## src/rtl/cpu_sequencer.sv

```systemverilog
// Phase sequencer for a multi-cycle CPU: steps an 8-phase instruction cycle and
// handles run, pause, single-step and halt control, plus a saturating instruction count.
module cpu_sequencer (
    input  logic        clk,
    input  logic        rst,
    input  logic        start,
    input  logic        stop,
    input  logic        step_mode,
    input  logic        step,
    input  logic        halt,
    output logic [2:0]  phase,
    output logic        cpu_en,
    output logic        halted,
    output logic        paused,
    output logic [15:0] instr_count
);

    typedef enum logic [1:0] {
        StIdle,
        StRun,
        StPaused,
        StHalted
    } state_e;

    localparam logic [2:0] LastPhase  = 3'd7;
    localparam logic [2:0] HaltPhase  = 3'd4;
    localparam logic [15:0] CountMax  = 16'hFFFF;

    state_e      state_q;
    logic [2:0]  phase_q;
    logic [15:0] count_q;
    logic [15:0] count_inc;
    logic        stop_pend_q;
    logic        step_once_q;
    logic        halted_q;
    logic        paused_q;
    logic        halt_hit;
    logic        last_phase;
    logic        pause_now;

    assign halt_hit   = (phase_q == HaltPhase) && halt;
    assign last_phase = (phase_q == LastPhase);
    // A stop arriving on the boundary cycle itself still pauses at that boundary.
    assign pause_now  = step_mode || stop_pend_q || stop || step_once_q;

    always_comb begin
        count_inc = count_q;
        if (count_q != CountMax) begin
            count_inc = count_q + 16'd1;
        end
    end

    always_ff @(posedge clk or negedge rst) begin
        if (!rst) begin
            state_q     <= StIdle;
            phase_q     <= 3'd0;
            count_q     <= 16'd0;
            stop_pend_q <= 1'b0;
            step_once_q <= 1'b0;
            halted_q    <= 1'b0;
            paused_q    <= 1'b0;
        end else begin
            unique case (state_q)
                StIdle: begin
                    if (start) begin
                        state_q <= StRun;
                        phase_q <= 3'd0;
                    end
                end
                StRun: begin
                    // Halt at phase 4 wins over any pending stop or step_mode.
                    if (halt_hit) begin
                        state_q     <= StHalted;
                        phase_q     <= 3'd0;
                        count_q     <= count_inc;
                        stop_pend_q <= 1'b0;
                        step_once_q <= 1'b0;
                        halted_q    <= 1'b1;
                    end else if (last_phase) begin
                        phase_q <= 3'd0;
                        count_q <= count_inc;
                        if (pause_now) begin
                            state_q     <= StPaused;
                            stop_pend_q <= 1'b0;
                            step_once_q <= 1'b0;
                            paused_q    <= 1'b1;
                        end
                    end else begin
                        phase_q <= phase_q + 3'd1;
                        if (stop) begin
                            stop_pend_q <= 1'b1;
                        end
                    end
                end
                StPaused: begin
                    if (start) begin
                        state_q     <= StRun;
                        phase_q     <= 3'd0;
                        step_once_q <= 1'b0;
                        paused_q    <= 1'b0;
                    end else if (step) begin
                        state_q     <= StRun;
                        phase_q     <= 3'd0;
                        step_once_q <= 1'b1;
                        paused_q    <= 1'b0;
                    end
                end
                StHalted: begin
                    if (start) begin
                        state_q  <= StRun;
                        phase_q  <= 3'd0;
                        halted_q <= 1'b0;
                    end
                end
                default: begin
                    state_q <= StIdle;
                    phase_q <= 3'd0;
                end
            endcase
        end
    end

    assign cpu_en      = (state_q == StRun);
    assign phase       = phase_q;
    assign halted      = halted_q;
    assign paused      = paused_q;
    assign instr_count = count_q;

endmodule

```

## config.mk

```make
export PLATFORM = sky130hd
export DESIGN_NAME = cpu_sequencer
export DESIGN_NICKNAME = d
export VERILOG_FILES = /design/src/rtl/cpu_sequencer.sv
export SDC_FILE = /design/constraint.sdc
export NUM_CORES = 1
export LEC_CHECK = 0
export BUFFER_PORTS_ARGS = -buffer_cell sky130_fd_sc_hd__buf_2
export CAP_MARGIN = 20
export CORE_MARGIN = 2
export CORE_UTILIZATION = 30
export CTS_BUF_LIST = sky130_fd_sc_hd__clkbuf_2
export CTS_CLUSTER_DIAMETER = 60
export DETAILED_ROUTE_END_ITERATION = 10
export PLACE_DENSITY = 0.49
export SLEW_MARGIN = 20
export SYNTH_ARGS = -nofsm -noshare
export SYNTH_HDL_FRONTEND = slang
export SYNTH_SLANG_ARGS = --single-unit
```

## constraint.sdc

```tcl
create_clock -name clk -period 2.1 [get_ports clk]
set_clock_uncertainty 0.1 [all_clocks]
set_input_delay 0.42 -clock clk [delete_from_list [all_inputs] [get_ports clk]]
set_output_delay 0.42 -clock clk [all_outputs]
set_load 0.02 [all_outputs]
```

==> results of run 1 <==
==> layout make-up <==
class | count | area (µm²)
inverters | 8 | 30.0
clock buffers | 4 | 20.0
fillers | 439 | 2730
flip-flops and latches | 25 | 626
repair buffers | 34 | 188
well taps | 52 | 65.1
multi-input cells | 92 | 698
==> through the flow <==
| step | instance area (µm²) | power [W] | worst slack, ns |
|---|---|---|---|
| CTS | 1620 | 0.00139 | 0.0535 |
| global placement | 1590 | 0.00117 | 0.217 |
| detailed placement | 1590 | 0.00118 | 0.148 |
| finish | 1630 | 0.00137 | 0.133 |
| global route | 1630 | 0.00148 | 0.0388 |
| floorplan | 1360 | 0.00101 | 0.217 |
==> per-layer routing <==
metal	vias up	global-route usage
li1	525	-
met1	509	0.154
met2	25	0.218
met3	2	0.0338
met4	0	0.0189
met5	-	0
==> kinds of logic after synthesis <==
kind of cell    Yosys count  synth area share
buf+inv                  10            0.0312
simple gates             48             0.217
compound gates           19             0.107
flops                    25             0.459
fa+ha+maj                 8            0.0734
xor+xnor                 15            0.0963
mux                       2            0.0165
==> sequential cells by signal (all words and copies together) (netlist names) <==
| name | count |
|---|---|
| phase | 3 |
| step_once_q | 1 |
| halted | 1 |
| stop_pend_q | 1 |
| instr_count | 16 |
| paused | 1 |
| state_q | 2 |
==> synth_stat cells, drive strengths merged <==
master,number,share of area
mux2,2,0.017
o21ai,4,0.023
nor3,8,0.029
buf,2,0.0092
nor4,6,0.048
o211ai,1,0.0055
dfrtp,25,0.46
inv,8,0.022
nor2,5,0.014
a31oi,2,0.0092
o41ai,2,0.018
a21o,1,0.0055
o31ai,1,0.0055
and4,1,0.0064
nand3,4,0.015
or3,1,0.0083
a21oi,4,0.015
nand2b,2,0.0092
ha,8,0.073
a22o,3,0.019
nor3b,1,0.0055
nand2,12,0.033
xnor2,1,0.0064
and3,4,0.019
xor2,14,0.090
a2bb2oi,1,0.0064
nand4,4,0.029
==> repair_timing <==
action / in CTS / in global routing
setup buffers: 0 / 1
resized for setup: 0 / 1
hold buffers: 1 / 0
endpoints found under the setup margin: 0 / 3
endpoints found under the hold margin: 25 / 0
==> worst register-to-register path: cells and delay by family, from the launching register on <==
| family | cells | cell delay, ns |
|---|---|---|
| adder cells (fa/ha/maj) | 2 | 0.48 |
| flip-flops | 1 | 0.47 |
| AO/OA/AOI/OAI | 2 | 0.45 |
| multiplexers | 1 | 0.34 |
==> power breakdown <==
part / switching [W] / internal (W) / total, W / leakage (nW)
clock: 0.000143 / 0.0000503 / 0.000193 / 0.0166
combinational: 0.000310 / 0.000230 / 0.000540 / 0.558
sequential: 0.0000757 / 0.000557 / 0.000633 / 0.323
==> worst paths after layout <==
check | from | end | slack (ns) | depth (start not counted)
worst min register to register | instr_count[15] | instr_count[15] | 0.41 | 1
max in group asynchronous | rst | instr_count[0] | 1.04 | 2
min in group asynchronous | rst | instr_count[15] | 0.47 | 2
worst max register to register | phase[0] | state_q[1] | 0.19 | 5
worst min-delay path | step | step_once_q | 0.26 | 3
worst max-delay path | state_q[1] | cpu_en | 0.13 | 4
==> metrics.json, run 1 <==
{
  "timing": {
    "period_share": 0.937,
    "total_count_of_hold_check_failures_in_the_final_report": 0,
    "tightestPinTransition_ns": 0.592,
    "whs_ns": 0.261,
    "finalCriticalPeriod_ns": 1.97,
    "fmax_mhz": 508,
    "finalSetupViolations": 0,
    "summed_negative_setup_slack_over_all_endpoints_ns": 0,
    "grt_setup_unrepaired": "no",
    "finalMaxSlewViolations": 0,
    "relative_slew_slack": 0.605
  },
  "route": {
    "route.detailed.vias_per_inst": 4.93,
    "dr.first_iter.drc_count": 49,
    "dr.max_layer_used": "met4",
    "met2RoutedLength_mm": 1.45,
    "post-route-drc-count": 0,
    "routed_wl_mm": 2.95,
    "wirelength_met1_mm": 1.34,
    "post_drt_wl_per_cell_um": 13.7,
    "via_count": 1061,
    "total_iterations_of_the_first_detailed_routing_run": 4,
    "drtAntennaViolNets": 0,
    "met3_length_um": 149
  },
  "clock_network": {
    "clkSlewWorstSetupHoldPaths_ns": 0.22,
    "clock_tree.htree_level_count": 1,
    "clock_latency_ns": 0.34,
    "cts.root.buffer_cell": "clkbuf_2",
    "cts.sinks": 25,
    "ctsLongestPathBuffers": 2,
    "cts_inserted_buffers": 3,
    "cts_tree": "built"
  },
  "setup_path": {
    "worstPathMaxFanout": 7,
    "critical-path-max-stage-delay_ns": 0.46,
    "worst_ep_required_time_ns": 1.58,
    "worstPathCellList": "inv_1 > ha_2 > buf_4 > buf_2",
    "worst-endpoint-arrival_ns": 1.45,
    "critical-path-slowest-cell": "dfrtp_1",
    "critical-path-top-delay-family": "flip-flops",
    "crit_path_end_kind": "output port",
    "path_buf_inv": 3,
    "start_kind": "register",
    "worstSetupPathType": "reg2out"
  },
  "synthesis": {
    "yosysSeqAreaShare": 0.459,
    "synth_cells": 127,
    "postSynthRegisterBits": 25,
    "synth_warnings": 0,
    "synth.lib_cells_used.distinct": 34,
    "syn_area_per_cell_um2": 10.7,
    "post_synth_instance_area_um2": 1360,
    "synthesis.nets": 142
  },
  "finish": {
    "share_of_final_layout_standard_cells_stronger_than_drive_strength_1": 0.282,
    "final_common_cell": "buf_2",
    "area_delta_synth_final_pct": 19.3,
    "final_cell_mix": "buf_2, dfrtp_1, xor2_1",
    "nNetsFinal": 179,
    "postLayoutCoreUtil": 0.374,
    "instances_no_fill": 215,
    "antenna_cells": 0
  },
  "floorplanning": {
    "die_area_um2": 5100,
    "pin_count": 29,
    "die_width_um": 71.4,
    "fp.dieH_um": 71.4,
    "start_util": 0.313,
    "core_region_area_um2": 4350,
    "num_rows": 24
  },
  "place": {
    "place_inst": 209,
    "gp_routability_congestion": 0.760,
    "post-dp-hpwl_mm": 2.20,
    "io_buffers": 28
  },
  "grt": {
    "first_global_vias": 1089,
    "track_usage": 0.124,
    "grt_max_degree": 26,
    "antenna_found_initial": 0,
    "grt_pass1_wl_mm": 5.06,
    "overflow": 0
  },
  "power": {
    "power_leakage_nw": 0.897,
    "powerDensity_nw_per_um2": 840,
    "max_vdd_drop_mv": 0.425
  },
  "status": {
    "status": "complete, no violations"
  },
  "flow_run": {
    "timing.max_cap.violations": 0
  },
  "worst_hold_path": {
    "hold_path_class": "in2reg"
  }
}
(Power assumes the default switching activity.)
==> run 2: changes to the inputs <==
- CORE_ASPECT_RATIO: default -> 1.75
==> run 2 against run 1 <==
Against the previous run:
- die area increased by 0.40%
- first-iteration DRC count decreased by 61%
- final cell count decreased by 0.47%
- global-route usage increased by 0.65 points
- clock power about the same
- fmax increased by 1.4%
- non-clock buffer count unchanged
- worst hold slack got worse by 0.031 ns
- sequential cell count unchanged
- critical endpoint unchanged
==> metrics.json, run 2 (same netlist as run 1, synthesis figures left out) <==
{
  "grt": {
    "track_usage": {"value": 0.130, "change": "+0.00647"},
    "grt_pass1_wl": {"value": 4.98, "unit": "mm", "change": "-1.6%"},
    "overflow": {"value": 0, "change": "unchanged"},
    "first_global_vias": {"value": 1070, "change": "-1.7%"},
    "antenna_found_initial": {"value": 0, "change": "unchanged"},
    "grt_max_degree": {"value": 26, "change": "unchanged"}
  },
  "setup_path": {
    "worst-endpoint-arrival": {"value": 1.42, "unit": "ns", "change": "-0.03 ns"},
    "worstSetupPathType": "reg2out",
    "crit_path_end_kind": "output port",
    "start_kind": "register",
    "worstPathMaxFanout": {"value": 6, "change": "-1"},
    "worstRegToRegCells": {"value": 5, "change": "unchanged"},
    "worst_ep_required_time": {"value": 1.58, "unit": "ns", "change": "about the same"}
  },
  "clock_network": {
    "clock_tree.htree_level_count": {"value": 1, "change": "unchanged"},
    "clkSlewWorstSetupHoldPaths": {"value": 0.23, "unit": "ns", "change": "about the same"},
    "cts.sinks": {"value": 25, "change": "unchanged"},
    "clock_latency": {"value": 0.34, "unit": "ns", "change": "about the same"},
    "cts_tree": "built",
    "cts_inserted_buffers": {"value": 3, "change": "unchanged"},
    "ctsLongestPathBuffers": {"value": 2, "change": "unchanged"},
    "cts.root.buffer_cell": "clkbuf_2"
  },
  "route": {
    "route.detailed.vias_per_inst": {"value": 5.02, "change": "+1.8%"},
    "post_drt_wl_per_cell": {"value": 14.1, "unit": "µm", "change": "+2.4%"},
    "post-route-drc-count": {"value": 0, "change": "unchanged"},
    "routed_wl": {"value": 3.01, "unit": "mm", "change": "+2.0%"},
    "dr.max_layer_used": "met4",
    "wirelength_met1": {"value": 1.23, "unit": "mm", "change": "-8.0%"},
    "via_count": {"value": 1075, "change": "+1.3%"},
    "dr.first_iter.drc_count": {"value": 19, "change": "-61%"},
    "met2RoutedLength": {"value": 1.63, "unit": "mm", "change": "+12%"},
    "drtAntennaViolNets": {"value": 0, "change": "unchanged"},
    "total_iterations_of_the_first_detailed_routing_run": {"value": 4, "change": "unchanged"},
    "met3_length": {"value": 108, "unit": "µm", "change": "-28%"}
  },
  "floorplanning": {
    "start_util": {"value": 0.310, "change": "-0.00356"},
    "num_rows": {"value": 32, "change": "+33%"},
    "core_region_area": {"value": 4400, "unit": "µm²", "change": "+1.1%"},
    "pin_count": {"value": 29, "change": "unchanged"},
    "fp.dieH": {"value": 93.2, "unit": "µm", "change": "+30%"},
    "die_width": {"value": 55.0, "unit": "µm", "change": "-23%"},
    "die_area": {"value": 5120, "unit": "µm²", "change": "+0.40%"}
  },
  "timing": {
    "whs": {"value": 0.230, "unit": "ns", "change": "-0.0315 ns"},
    "total_count_of_hold_check_failures_in_the_final_report": {"value": 0, "change": "unchanged"},
    "period_share": {"value": 0.924, "change": "-0.0130"},
    "finalSetupViolations": {"value": 0, "change": "unchanged"},
    "finalMaxSlewViolations": {"value": 0, "change": "unchanged"},
    "grt_setup_unrepaired": "no",
    "layout_setup_ws": {"value": 0.160, "unit": "ns", "change": "+0.0274 ns"},
    "tightestPinTransition": {"value": 0.579, "unit": "ns", "change": "-0.0128 ns"},
    "relative_slew_slack": {"value": 0.614, "change": "+0.00855"},
    "finalCriticalPeriod": {"value": 1.94, "unit": "ns", "change": "-0.0274 ns"},
    "fmax": {"value": 516, "unit": "MHz", "change": "+1.4%"},
    "summed_negative_setup_slack_over_all_endpoints": {"value": 0, "unit": "ns", "change": "unchanged"}
  },
  "place": {
    "post-dp-hpwl": {"value": 2.35, "unit": "mm", "change": "+7.0%"},
    "dpl_worst_slack": {"value": 0.153, "unit": "ns", "change": "+0.00587 ns"},
    "gp_routability_congestion": {"value": 0.722, "change": "-4.9%"},
    "io_buffers": {"value": 28, "change": "unchanged"}
  },
  "status": {
    "status": "complete, no violations"
  },
  "worst_hold_path": {
    "holdPathStages": {"value": 3, "change": "unchanged"},
    "hold_path_class": "in2reg"
  },
  "power": {
    "power_leakage": {"value": 0.899, "unit": "nW", "change": "+0.21%"},
    "totalPowerFinal": {"value": 0.00140, "unit": "W", "change": "+2.2%"},
    "powerDensity": {"value": 854, "unit": "nW/µm²", "change": "+1.7%"},
    "max_vdd_drop": {"value": 0.572, "unit": "mV", "change": "+34%"}
  },
  "finish": {
    "area_delta_synth_final_pct": 19.9,
    "largest_reg_flops": {"value": 16, "change": "unchanged"},
    "final_common_cell": "buf_2",
    "share_of_final_layout_standard_cells_stronger_than_drive_strength_1": {"value": 0.282, "change": "unchanged"},
    "antenna_cells": {"value": 0, "change": "unchanged"},
    "final_cell_mix": "buf_2, dfrtp_1, xor2_1",
    "nNetsFinal": {"value": 179, "change": "unchanged"}
  },
  "flow_run": {
    "timing.max_cap.violations": {"value": 0, "change": "unchanged"}
  }
}
-- run 2: final timing paths --
kind	startpoint	to	slack [ns]
setup / recovery	state_q[1]	cpu_en	0.16
max in group asynchronous	rst	stop_pend_q	1.06
hold / removal	start	step_once_q	0.23
min in group asynchronous	rst	instr_count[4]	0.46
setup reg to reg	phase[0]	state_q[1]	0.17
hold reg to reg	instr_count[15]	instr_count[15]	0.41
-- run 2: layout make-up --
class | instances | area (µm²)
Clock buffer | 4 | 20.0
Fill cell | 467 | 2770
Inverter | 8 | 30.0
Multi-Input combinational cell | 92 | 708
Sequential cell | 25 | 626
Tap cell | 51 | 63.8
Timing Repair Buffer | 34 | 188
-- run 2: worst max-delay path, stage by stage, from the launching register on --
cell and delay [ns]:
dfrtp_1 0.47, inv_1 0.13, ha_4 0.17, buf_4 0.14, buf_2 0.16
-- run 2: layer usage --
layer | GRT usage | vias to the layer above
met5 | 0 | -
met1 | 0.152 | 512
met4 | 0.0488 | 0
met3 | 0.0176 | 4
li1 | - | 529
met2 | 0.228 | 30
-- run 2: power breakdown --
part / switching [W] / total, W / internal [W]
Clock: 0.000144 / 0.000195 / 0.0000503
Sequential: 0.0000822 / 0.000639 / 0.000557
Combinational: 0.000320 / 0.000563 / 0.000242
Total: 0.000547 / 0.00140 / 0.000850
-- run 2: stage by stage --
step | instance area [µm²] | util | cells
2_1_floorplan | 1360 | - | 127
3_3_place_gp | 1590 | 0.360 | 208
3_5_place_dp | 1590 | 0.360 | 208
4_1_cts | 1620 | 0.367 | 213
5_1_grt | 1640 | 0.371 | 214
6_report | 1640 | 0.371 | 214
-- run 2: timing repair --
action	CTS	global route
setup endpoints to repair	0	4
hold buffers	1	0
resized for setup	0	2
hold endpoints to repair	25	0
buffers inserted	0	1
==> run 3: changes to the inputs <==
- CORE_MARGIN: 2 -> 3
==> run 3 against run 2 <==
Against the previous run:
- via count grew 0.65%
- clock-buffer cell count decreased by 1
- largest power group unchanged
- wire length fell by 0.13%
- final cell count fell by 0.93%
- highest routed layer unchanged
- non-clock buffer count unchanged
- register-to-register slack lost 0.02 ns
==> metrics.json, run 3 (same netlist as run 1, synthesis figures left out) <==
{
  "worst_hold_path": {
    "holdPathStages": {"value": 3, "change": "unchanged"},
    "hold_path_class": "in2reg",
    "timing.hold.worst_endpoint": "step_once_q",
    "holdCritStartpoint": "start"
  },
  "setup_path": {
    "worstPathCellList": "ha_1 > buf_4 > buf_2",
    "critical-path-slowest-cell": "dfrtp_1",
    "r2r-end": "instr_count[13]",
    "critical-path-max-stage-delay": {"value": 0.49, "unit": "ns", "change": "+0.02 ns"},
    "worstRegToRegCells": {"value": 5, "change": "unchanged"},
    "crit-reg2reg-launch": "phase[0]",
    "start_kind": "register",
    "worstPathMaxFanout": {"value": 7, "change": "+1"},
    "worst_ep_required_time": {"value": 1.58, "unit": "ns", "change": "about the same"},
    "crit_path_end_kind": "output port",
    "worstSetupPathType": "reg2out",
    "setup.reg_to_reg.worst_slack": {"value": 0.15, "unit": "ns", "change": "-0.02 ns"},
    "worst-endpoint-arrival": {"value": 1.47, "unit": "ns", "change": "+0.05 ns"}
  },
  "floorplanning": {
    "start_util": {"value": 0.320, "change": "+0.00999"},
    "num_rows": {"value": 31, "change": "-3.1%"},
    "fp.dieH": {"value": 95.2, "unit": "µm", "change": "+2.1%"},
    "die_area": {"value": 5420, "unit": "µm²", "change": "+5.9%"},
    "pin_count": {"value": 29, "change": "unchanged"},
    "die_width": {"value": 57.0, "unit": "µm", "change": "+3.6%"},
    "core_region_area": {"value": 4270, "unit": "µm²", "change": "-3.1%"}
  },
  "clock_network": {
    "clkSlewWorstSetupHoldPaths": {"value": 0.26, "unit": "ns", "change": "+0.03 ns"},
    "ctsLongestPathBuffers": {"value": 2, "change": "unchanged"},
    "clock_latency": {"value": 0.35, "unit": "ns", "change": "about the same"},
    "cts_tree": "built",
    "cts_inserted_buffers": {"value": 3, "change": "unchanged"},
    "clock_tree.htree_level_count": {"value": 1, "change": "unchanged"},
    "cts.sinks": {"value": 25, "change": "unchanged"},
    "cts.root.buffer_cell": "clkbuf_2"
  },
  "grt": {
    "antenna_found_initial": {"value": 0, "change": "unchanged"},
    "track_usage": {"value": 0.124, "change": "-0.00612"},
    "first_global_vias": {"value": 1168, "change": "+9.2%"},
    "overflow": {"value": 0, "change": "unchanged"},
    "grt_max_degree": {"value": 26, "change": "unchanged"},
    "grt_pass1_wl": {"value": 5.49, "unit": "mm", "change": "+10%"}
  },
  "timing": {
    "tightestPinTransition": {"value": 0.578, "unit": "ns", "change": "-0.00138 ns"},
    "finalCriticalPeriod": {"value": 1.99, "unit": "ns", "change": "+0.0514 ns"},
    "relative_slew_slack": {"value": 0.615, "change": "+0.000923"},
    "summed_negative_setup_slack_over_all_endpoints": {"value": 0, "unit": "ns", "change": "unchanged"},
    "finalSetupViolations": {"value": 0, "change": "unchanged"},
    "finalMaxSlewViolations": {"value": 0, "change": "unchanged"},
    "total_count_of_hold_check_failures_in_the_final_report": {"value": 0, "change": "unchanged"},
    "period_share": {"value": 0.948, "change": "+0.0245"},
    "fmax": {"value": 502, "unit": "MHz", "change": "-2.6%"}
  },
  "power": {
    "seq_power_share": {"value": 0.455, "change": "-0.003"},
    "power_leakage": {"value": 0.895, "unit": "nW", "change": "-0.42%"},
    "totalPowerFinal": {"value": 0.00138, "unit": "W", "change": "-1.0%"},
    "clkPwrFrac": {"value": 0.141, "change": "+0.002"},
    "share_comb_of_total_power": {"value": 0.403, "change": "about the same"},
    "max_vdd_drop": {"value": 0.670, "unit": "mV", "change": "+17%"},
    "powerDensity": {"value": 852, "unit": "nW/µm²", "change": "-0.26%"},
    "p_sw": {"value": 0.000543, "unit": "W", "change": "-0.79%"},
    "internal_power": {"value": 0.000840, "unit": "W", "change": "-1.2%"},
    "sw_frac_of_total": {"value": 0.393, "change": "+0.000952"}
  },
  "finish": {
    "final-seq-area": {"value": 626, "unit": "µm²", "change": "unchanged"},
    "largest_reg_flops": {"value": 16, "change": "unchanged"},
    "share_of_final_layout_standard_cells_stronger_than_drive_strength_1": {"value": 0.276, "change": "-0.00613"},
    "nNetsFinal": {"value": 179, "change": "unchanged"},
    "final_common_cell": "buf_2",
    "postLayoutCoreUtil": {"value": 0.380, "change": "+0.00905"},
    "multiInputGateArea": {"value": 696, "unit": "µm²", "change": "-1.8%"},
    "area_delta_synth_final_pct": 19.0,
    "antenna_cells": {"value": 0, "change": "unchanged"},
    "final_cell_mix": "buf_2, dfrtp_1, xor2_1",
    "fill_cells": {"value": 439, "change": "-6.0%"}
  },
  "place": {
    "gp_routability_congestion": {"value": 0.752, "change": "+4.1%"},
    "io_buffers": {"value": 28, "change": "unchanged"},
    "post-dp-hpwl": {"value": 2.38, "unit": "mm", "change": "+1.3%"}
  },
  "route": {
    "route.detailed.vias_per_inst": {"value": 5.10, "change": "+1.6%"},
    "total_iterations_of_the_first_detailed_routing_run": {"value": 4, "change": "unchanged"},
    "post-route-drc-count": {"value": 0, "change": "unchanged"},
    "routed_wl": {"value": 3.01, "unit": "mm", "change": "-0.13%"},
    "dr.first_iter.drc_count": {"value": 19, "change": "unchanged"},
    "via_count": {"value": 1082, "change": "+0.65%"},
    "drtAntennaViolNets": {"value": 0, "change": "unchanged"},
    "post_drt_wl_per_cell": {"value": 14.2, "unit": "µm", "change": "+0.81%"}
  },
  "status": {
    "status": "complete, no violations"
  },
  "flow_run": {
    "timing.max_cap.violations": {"value": 0, "change": "unchanged"}
  }
}
run 3: timing repair:
item	in CTS	in global routing
endpoints found under the setup margin	0	1
endpoints found under the hold margin	25	0
resized for setup	0	0
setup buffers	0	1
hold buffers	1	0
run 3: worst max path at each step:
stage                         startpoint         endpoint  slack, ns  cells after the start
after CTS                     state_q[1]           cpu_en       0.03                      4
after detailed placement        phase[0]  instr_count[13]       0.14                      5
after global routing          state_q[0]           cpu_en  -0.000006                      3
final                         state_q[0]           cpu_en       0.11                      3
after floorplan           instr_count[0]   instr_count[9]       0.22                      6
after global placement          phase[0]   instr_count[7]       0.23                      5
run 3: cell type report:
cell class                      count  share of cell area
Multi-Input combinational cell     92               0.429
Sequential cell                    25               0.386
Timing Repair Buffer               34               0.116
Tap cell                           49              0.0378
Inverter                            8              0.0185
Clock buffer                        3             0.00925
Clock inverter                      1             0.00463
run 3: layer usage:
metal  GRT usage  vias to the layer above  wire length, µm
met5           0                        -                0
met4      0.0348                        0               17
met3      0.0163                        2              132
met2       0.228                       27             1650
met1       0.148                      528             1200
li1            -                      525                -
run 3: critical path: cells and delay by family, from the launching register on:
family	cells	cell delay, ns
flip-flops	1	0.49
buffers and inverters	2	0.34
adder cells (fa/ha/maj)	1	0.28
run 3: stage by stage:
stage,std cells,cell area [µm²],setup WS [ns],hold WS [ns]
global placement,206,1580,0.230,0.356
global route,212,1620,-0.00000600,0.191
CTS,211,1620,0.0293,0.184
floorplan,127,1360,0.217,0.0244
detailed placement,206,1580,0.144,0.357
finish,212,1620,0.109,0.213
run 3: power groups by stage:
| stage | logic, W | clock network, W | registers (W) |
|---|---|---|---|
| floorplan | 0.000335 | 0 | 0.000679 |
| global placement | 0.000531 | 0 | 0.000639 |
| detailed placement | 0.000542 | 0 | 0.000643 |
| CTS | 0.000547 | 0.000211 | 0.000636 |
| global route | 0.000640 | 0.000220 | 0.000640 |
| finish | 0.000557 | 0.000196 | 0.000629 |
